<file path="config.mk">
export PLATFORM = sky130hd
export DESIGN_NAME = instr_fetch_queue
export DESIGN_NICKNAME = d
export VERILOG_FILES = /design/src/rtl/instr_fetch_queue.sv
export SDC_FILE = /design/constraint.sdc
export NUM_CORES = 1
export LEC_CHECK = 0
export CAP_MARGIN = 20
export CORE_MARGIN = 3
export CORE_UTILIZATION = 30
export DETAILED_ROUTE_END_ITERATION = 7
export GPL_ROUTABILITY_DRIVEN = 0
export SLEW_MARGIN = 10
export SYNTH_ARGS = -nofsm -noshare
export SYNTH_HDL_FRONTEND = slang
export SYNTH_SLANG_ARGS = --single-unit
</file>
<file path="constraint.sdc">
create_clock -name clk -period 3.56 [get_ports clk]
set_clock_uncertainty 0.15 [all_clocks]
set_input_delay 0.534 -clock clk [delete_from_list [all_inputs] [get_ports clk]]
set_output_delay 0.534 -clock clk [all_outputs]
set_load 0.01 [all_outputs]
</file>
<file path="src/rtl/instr_fetch_queue.sv">
// Instruction fetch queue: issues word reads for incoming PCs and returns
// fetched instructions, each paired with its PC, to decode in program order.
module instr_fetch_queue #(
    parameter int ADDR_W = 32,
    parameter int DATA_W = 32,
    parameter int DEPTH  = 4
) (
    input  logic              clk,
    input  logic              reset,
    input  logic [ADDR_W-1:0] pc_in,
    input  logic              pc_valid,
    output logic              pc_ready,
    input  logic              flush,
    output logic              mem_req_valid,
    input  logic              mem_req_ready,
    output logic [ADDR_W-1:0] mem_req_addr,
    input  logic              mem_rsp_valid,
    input  logic [DATA_W-1:0] mem_rsp_data,
    output logic              inst_valid,
    input  logic              inst_ready,
    output logic [DATA_W-1:0] inst_data,
    output logic [ADDR_W-1:0] inst_pc
);

    localparam int PTR_W = $clog2(DEPTH);
    localparam int CNT_W = PTR_W + 1;
    localparam int SUM_W = PTR_W + 2;

    logic [ADDR_W-1:0] r_pc   [DEPTH];
    logic [DATA_W-1:0] r_data [DEPTH];
    logic [DEPTH-1:0]  r_filled;
    logic [PTR_W-1:0]  r_wr_ptr;
    logic [PTR_W-1:0]  r_fill_ptr;
    logic [PTR_W-1:0]  r_rd_ptr;
    logic [CNT_W-1:0]  r_count;
    logic [CNT_W-1:0]  r_drop_cnt;
    // Allocated entries still waiting for their response.
    logic [CNT_W-1:0]  r_pend;

    logic w_credit_ok;
    logic w_req_valid;
    logic w_fire;
    logic w_rsp_drop;
    logic w_rsp_fill;
    logic w_inst_valid;
    logic w_pop;

    // Every request in flight owns either a queue slot or a drop credit.
    assign w_credit_ok  = ({1'b0, r_count} + {1'b0, r_drop_cnt}) < SUM_W'(DEPTH);
    // Gating with reset keeps the request outputs low while reset is held.
    assign w_req_valid  = pc_valid & w_credit_ok & ~flush & reset;
    assign w_fire       = w_req_valid & mem_req_ready;
    assign w_rsp_drop   = mem_rsp_valid & (r_drop_cnt != '0);
    assign w_rsp_fill   = mem_rsp_valid & (r_drop_cnt == '0);
    assign w_inst_valid = r_filled[r_rd_ptr] & (r_count != '0) & ~flush;
    assign w_pop        = w_inst_valid & inst_ready;

    assign mem_req_valid = w_req_valid;
    assign pc_ready      = w_fire;
    assign mem_req_addr  = {pc_in[ADDR_W-1:2], 2'b00};
    assign inst_valid    = w_inst_valid;
    assign inst_data     = r_data[r_rd_ptr];
    assign inst_pc       = r_pc[r_rd_ptr];

    always_ff @(posedge clk or negedge reset) begin
        if (!reset) begin
            r_wr_ptr   <= '0;
            r_fill_ptr <= '0;
            r_rd_ptr   <= '0;
            r_count    <= '0;
            r_pend     <= '0;
            r_drop_cnt <= '0;
        end else if (flush) begin
            r_wr_ptr   <= '0;
            r_fill_ptr <= '0;
            r_rd_ptr   <= '0;
            r_count    <= '0;
            r_pend     <= '0;
            // Outstanding fetches become drops; a response this cycle retires one.
            r_drop_cnt <= r_drop_cnt + r_pend - CNT_W'(mem_rsp_valid);
        end else begin
            if (w_fire) begin
                r_wr_ptr <= r_wr_ptr + PTR_W'(1);
            end
            if (w_rsp_fill) begin
                r_fill_ptr <= r_fill_ptr + PTR_W'(1);
            end
            if (w_pop) begin
                r_rd_ptr <= r_rd_ptr + PTR_W'(1);
            end
            if (w_rsp_drop) begin
                r_drop_cnt <= r_drop_cnt - CNT_W'(1);
            end
            r_count <= r_count + CNT_W'(w_fire) - CNT_W'(w_pop);
            r_pend  <= r_pend + CNT_W'(w_fire) - CNT_W'(w_rsp_fill);
        end
    end

    always_ff @(posedge clk or negedge reset) begin
        if (!reset) begin
            for (int i = 0; i < DEPTH; i++) begin
                r_pc[i]   <= '0;
                r_data[i] <= '0;
            end
            r_filled <= '0;
        end else if (flush) begin
            r_filled <= '0;
        end else begin
            if (w_fire) begin
                r_pc[r_wr_ptr]     <= pc_in;
                r_filled[r_wr_ptr] <= 1'b0;
            end
            if (w_pop) begin
                r_filled[r_rd_ptr] <= 1'b0;
            end
            // Fill last: a fill never targets the entry being allocated or popped.
            if (w_rsp_fill) begin
                r_data[r_fill_ptr]   <= mem_rsp_data;
                r_filled[r_fill_ptr] <= 1'b1;
            end
        end
    end

`ifndef SYNTHESIS
    // A response with nothing pending and nothing to drop means memory misbehaved.
    always @(posedge clk) begin
        if (reset) begin
            assert (!(mem_rsp_valid && r_drop_cnt == '0 && r_pend == '0));
        end
    end
`endif

endmodule
</file>
==> impl_metrics.py, run 1 <==
metrics = {
    "outcome": {
        "status": "completed",
    },
    "final_layout": {
        "fin_nets": 1028,
        "area_delta_synth_final_pct": 25.1,
        "fin_area_um2": 15900,
        "antenna_cells": 0,
        "drive_gt1_share_pct": 41.1,
    },
    "global_route": {
        "antenna_found_initial": 0,
        "grt_max_degree": 147,
        "grt_overflow": 0,
        "grt_pass1_vias": 7595,
        "grt_pass1_wl_um": 43900,
        "grt.total_usage_pct": 12.3,
    },
    "worst_setup_path": {
        "critPathKind": "flip-flop to output pin",
        "worst_path_largest_cell_delay_ns": 0.62,
        "r2r_slack_ns": 0.70,
        "cp-start-kind": "flip-flop",
        "r2r-start": "r_count[2]$_DFF_PN0_",
        "cp_data_required_time_ns": 2.88,
        "reg2reg_depth": 9,
        "cp.arrival_ns": 2.77,
        "r2r-end": "r_pend[2]$_DFF_PN0_",
        "cp_cell_sequence": "ha_1 > or4b_1 > nor3_1 > clkdlybuf4s50_1",
        "cp_slowest_cell": "or4b_1",
        "cp-end-kind": "output pin",
        "critPathMaxFanout": 3,
    },
    "worst_hold_path": {
        "min_to": "r_pc[49]$_DFFE_PN0P_",
        "holdPathStages": 1,
        "min_path_type": "flip-flop to flip-flop",
        "min-delay-start": "r_pc[49]$_DFFE_PN0P_",
    },
    "floorplan": {
        "core_um2": 41300,
        "ios": 170,
        "die_x_um": 212,
        "die_area_um2": 44900,
        "die_h_um": 212,
        "num_rows": 74,
        "start_util_pct": 30.8,
    },
    "sta": {
        "period_share_pct": 97.0,
        "slew_headroom_pct": 36.0,
        "hold_violations": 0,
        "setup_ws_ns": 0.109,
        "period_needed_ns": 3.45,
        "drv_slew": 0,
        "rsz0062_at_grt": "no",
        "hold_ws_ns": 0.332,
        "fmax_mhz": 290,
        "tns_ns": 0,
        "worstMarginPinSlew_ns": 0.961,
        "final-setup-viol-count": 0,
    },
    "logic_synthesis": {
        "synth_flop_cell": "dfrtp_1",
        "synthCells": 788,
        "syn_area_um2": 12700,
        "synth.top_cell.area_share_pct": 54.2,
        "synth-edff-count": 0,
        "seq_area_frac_synth_pct": 54.2,
        "synthTopCellsByArea": "dfrtp_1 (54%), mux2_2 (20%), mux4_2 (12%)",
        "synth_cell_types": 38,
        "yosys.area.top_type": "dfrtp_1",
        "async_flop_share_pct": 100,
        "yosys_warnings": 0,
        "ys_ff_latch": 275,
        "syn_area_per_cell_um2": 16.1,
    },
    "clock_network": {
        "clock_latency_ns": 0.55,
        "post_cts_buffers": 0,
        "numCtsBuffers": 31,
        "cts.path.max_buffers": 3,
        "clkSinkCount": 275,
        "root_buffer": "clkbuf_16",
        "h-tree-depth": 1,
        "clkTransAtPathRegs_ns": 0.06,
        "cts_tree": "built",
    },
    "routing": {
        "dr.pass1.iters": 4,
        "wirelength_um": 27600,
        "drtIter0Drc": 176,
        "ant_nets": 0,
        "wire_per_inst_um": 18.6,
        "drc": 0,
        "vias_per_cell": 4.68,
        "via_count": 6943,
    },
    "power_and_ir_drop": {
        "total_leakage_power_uw": 0.00726,
        "power_density_nw_per_um2": 598,
        "power_uw": 9500,
        "vdd_drop_max_v": 0.000434,
    },
    "placed_design": {
        "io_buffers": 167,
        "post_dp_cell_area_um2": 14900,
        "pre_cts_ws_ns": 0.425,
        "dpl.hpwl_um": 16300,
    },
    "flow_run": {
        "drv_cap": 0,
    },
}
==> sequential cells by signal (all words and copies together) (netlist names) <==
name and flops:
r_wr_ptr 2, r_drop_cnt 3, r_pc 128, r_count 3, r_data 128, r_pend 3
r_filled 4, r_fill_ptr 2, r_rd_ptr 2
==> area by class of cell <==
| class | count | area [µm²] |
|---|---|---|
| Clock buffer | 41 | 883 |
| Clock inverter | 12 | 118 |
| Fill cell | 3855 | 25400 |
| Inverter | 22 | 82.6 |
| Multi-Input combinational cell | 414 | 5280 |
| Sequential cell | 275 | 6890 |
| Tap cell | 532 | 666 |
| Timing Repair Buffer | 187 | 1970 |
==> cells in the final DEF (no fill, tap or decap), types with 2 or more instances in the layout <==
cell type        instances
a2111o_1                 3
buf_12                  11
buf_4                    8
bufinv_16                2
clkbuf_1                 3
clkbuf_16               31
clkbuf_8                 7
clkdlybuf4s50_1        165
clkinv_2                 7
clkinvlp_4               3
conb_1                   2
dfrtp_1                273
dfrtp_4                  2
fa_1                     3
ha_1                    23
inv_1                   22
mux2_1                   7
mux2_2                 220
mux2_4                  29
mux2i_1                  3
mux4_2                  65
nand2_1                 16
nand2b_1                 2
nor2_1                   9
nor2b_1                  2
nor3_1                   2
nor4_4                   3
o21ai_0                  3
xnor2_1                  7
xor2_1                   3
==> metrics by stage <==
step / utilization (%) / cells
global placement: 36.0 / 1429
global route: 38.5 / 1483
detailed placement: 36.0 / 1429
finish: 38.5 / 1483
floorplan: - / 789
CTS: 38.5 / 1483
==> power by group <==
group / leakage (µW) / internal (µW) / total, µW / switching, µW
sequential: 0.00371 / 3660 / 3920 / 260
clock: 0.000492 / 1870 / 3130 / 1260
combinational: 0.00306 / 1560 / 2460 / 904
total: 0.00726 / 7080 / 9500 / 2420
==> critical path: cells and delay by family (launching register included) <==
kind	cells	cell delay, ns
buf+inv	1	0.62
flops	1	0.41
fa+ha+maj	1	0.30
simple gates	2	0.89
==> cell usage after synthesis, types with 9 or more instances <==
cell,n
buf_1,15
ha_1,23
clkbuf_1,11
inv_1,22
nand2_1,16
dfrtp_1,275
mux4_2,65
nor2_1,9
mux2_2,220
buf_4,33
mux2_4,29
buf_2,15
==> worst max path at each step <==
stage	start	to	slack [ns]	cells after the start
after floorplan	r_count[2]$_DFF_PN0_	r_pend[2]$_DFF_PN0_	0.61	9
final	r_count[2]$_DFF_PN0_	mem_req_valid	0.11	4
after global routing	r_drop_cnt[2]$_DFFE_PN0P_	mem_req_valid	0.01	4
after detailed placement	pc_valid	pc_ready	0.43	4
after global placement	pc_valid	mem_req_valid	0.43	4
after CTS	r_count[2]$_DFF_PN0_	pc_ready	0.03	4
==> timing repair <==
action | in CTS | in global routing
resized for setup | 0 | 1
hold buffers | 1 | 0
hold endpoints to repair | 49 | 0
setup endpoints to repair | 0 | 1
==> layer usage <==
layer  vias to the layer above  routed length [µm]  track usage (%)
li1                       3114                   -                -
met1                      3670               12300             16.4
met2                       118               13600             20.9
met3                        41                1100             2.31
met4                         0                 617             3.09
met5                         -                   0                0
==> logic make-up (layout without fill, tap and decap cells) <==
family | Yosys count | count (layout) | share of synthesized area (%)
buf+inv | 100 | 262 | 4.26
fa+ha+maj | 26 | 26 | 2.74
mux | 324 | 324 | 35.3
other cells | 1 | 2 | 0.0295
simple gates | 43 | 43 | 2.22
xor+xnor | 10 | 10 | 0.689
compound gates | 9 | 9 | 0.581
flops | 275 | 275 | 54.2
Power figures use the tool's default switching activity.
==> run 2, diff against run 1 <==
Settings changed: CORE_MARGIN 3 to 2.
==> impl_metrics.py, run 2 (synthesis gave the netlist of run 1 again) <==
metrics = {
    "flow_run": {
        "drv_cap": 0,
    },
    "sta": {
        "final-setup-viol-count": 0,
        "hold_violations": 0,
        "tns_ns": 0,
        "setup_ws_ns": 0.153,
        "worstMarginPinSlew_ns": 1.07,
        "slew_headroom_pct": 28.9,
        "drv_slew": 0,
        "hold_ws_ns": 0.0222,
        "period_needed_ns": 3.41,
        "rsz0062_at_grt": "no",
        "period_share_pct": 95.7,
        "fmax_mhz": 293,
    },
    "routing": {
        "dr.pass1.iters": 4,
        "route.met2.wl_um": 13100,
        "ant_nets": 0,
        "drc": 0,
        "met1Wirelength_um": 12900,
        "drtIter0Drc": 193,
        "vias_per_cell": 4.73,
        "via_count": 7118,
        "highest_layer": "met4",
        "wl_met3_um": 1220,
        "wire_per_inst_um": 18.6,
        "wirelength_um": 27900,
    },
    "clock_network": {
        "clkSinkCount": 275,
        "clock_latency_ns": 0.54,
        "clkTransAtPathRegs_ns": 0.06,
        "post_cts_buffers": 0,
        "cts_tree": "built",
        "h-tree-depth": 2,
        "root_buffer": "clkbuf_16",
        "cts_hold_buf": 0,
        "cts_resized": 0,
        "numCtsBuffers": 36,
        "cts.path.max_buffers": 3,
    },
    "power_and_ir_drop": {
        "power_density_nw_per_um2": 626,
        "vdd_drop_max_v": 0.000341,
        "total_leakage_power_uw": 0.00735,
    },
    "worst_setup_path": {
        "worstSetupPathDepth": 4,
        "critPathKind": "flip-flop to output pin",
        "reg2reg_depth": 10,
        "cp.arrival_ns": 2.72,
        "cp_data_required_time_ns": 2.88,
        "cp-end-kind": "output pin",
        "cp-start-kind": "flip-flop",
        "cp_cell_sequence": "ha_1 > or4b_1 > nor3_1 > clkdlybuf4s50_1",
        "crit_buf_inv": 1,
        "critPathMaxFanout": 4,
        "worst_path_largest_cell_delay_ns": 0.62,
        "cp_slowest_cell": "or4b_1",
        "critPathTopFamily": "simple AND/OR/NAND/NOR gates",
    },
    "outcome": {
        "status": "completed",
    },
    "final_layout": {
        "fin_nets": 1035,
        "final_common_cell": "dfrtp_1",
        "antenna_cells": 0,
        "largestRegisters": "r_data x128, r_pc x128, r_filled x4",
        "mostFrequentLayoutCells": "dfrtp_1 (273), mux2_2 (220), clkdlybuf4s50_1 (166)",
        "area_delta_synth_final_pct": 26.7,
        "fin_area_um2": 16100,
        "drive_gt1_share_pct": 41.7,
    },
    "floorplan": {
        "core_um2": 41900,
        "start_util_pct": 30.4,
        "ios": 170,
        "num_rows": 75,
        "die_area_um2": 44000,
        "die_x_um": 210,
        "die_h_um": 210,
    },
    "global_route": {
        "grt_max_degree": 172,
        "grt_pass1_wl_um": 45000,
        "antenna_found_initial": 0,
        "grt.total_usage_pct": 13.1,
        "grt_pass1_vias": 7848,
        "grt_overflow": 0,
    },
    "placed_design": {
        "post_dp_cell_area_um2": 14900,
        "pre_cts_ws_ns": 0.419,
        "dpl.hpwl_um": 16900,
        "io_buffers": 167,
    },
    "worst_hold_path": {
        "min_path_type": "input port to asynchronous set/reset pin",
    },
}
-- run 2: through the flow --
| step | std cells | total power, µW | util, % |
|---|---|---|---|
| global placement | 1439 | 6420 | 35.5 |
| global route | 1504 | 10600 | 38.4 |
| finish | 1504 | 10100 | 38.4 |
| detailed placement | 1439 | 6450 | 35.5 |
| floorplan | 789 | 5250 | - |
| CTS | 1504 | 10300 | 38.4 |
-- run 2: final cells by class --
cell class	instances	area, µm²
Clock buffer	51	1030
Tap cell	539	674
Clock inverter	14	184
Fill cell	3922	25800
Timing Repair Buffer	189	1940
Inverter	22	82.6
Sequential cell	275	6890
Multi-Input combinational cell	414	5290
-- run 2: layer usage --
layer	GRT usage, %	up-vias
met5	0	-
met4	5.21	0
met2	20.7	130
met3	2.89	51
met1	17.7	3786
li1	-	3151
-- run 2: worst register-to-register path: stages, from the launching register on --
cell and delay [ns]:
dfrtp_4 0.61, mux4_2 0.60, nor4bb_1 0.17, buf_4 0.19, ha_1 0.28, inv_1 0.05, ha_1 0.12, inv_1 0.04
fa_1 0.37, xnor2_1 0.18, nor2_1 0.05
-- run 2: power breakdown --
group          total [µW]  leakage, µW  switching [µW]  internal [µW]
registers            3920      0.00371             261           3660
clock network        3700     0.000597            1390           2310
logic                2460      0.00304             902           1550
total               10100      0.00735            2550           7520
-- run 2: worst paths after layout --
check	startpoint	endpoint	slack, ns
worst max-delay path	r_drop_cnt[2]$_DFFE_PN0P_	mem_req_valid	0.15
worst min-delay path	reset	r_pc[23]$_DFFE_PN0P_	0.02
worst max register to register	r_rd_ptr[0]$_DFFE_PN0P_	r_count[2]$_DFF_PN0_	0.59
worst min register to register	r_pc[47]$_DFFE_PN0P_	r_pc[47]$_DFFE_PN0P_	0.33
max in group asynchronous	reset	r_pc[35]$_DFFE_PN0P_	1.75
min in group clk	r_pc[47]$_DFFE_PN0P_	r_pc[47]$_DFFE_PN0P_	0.33
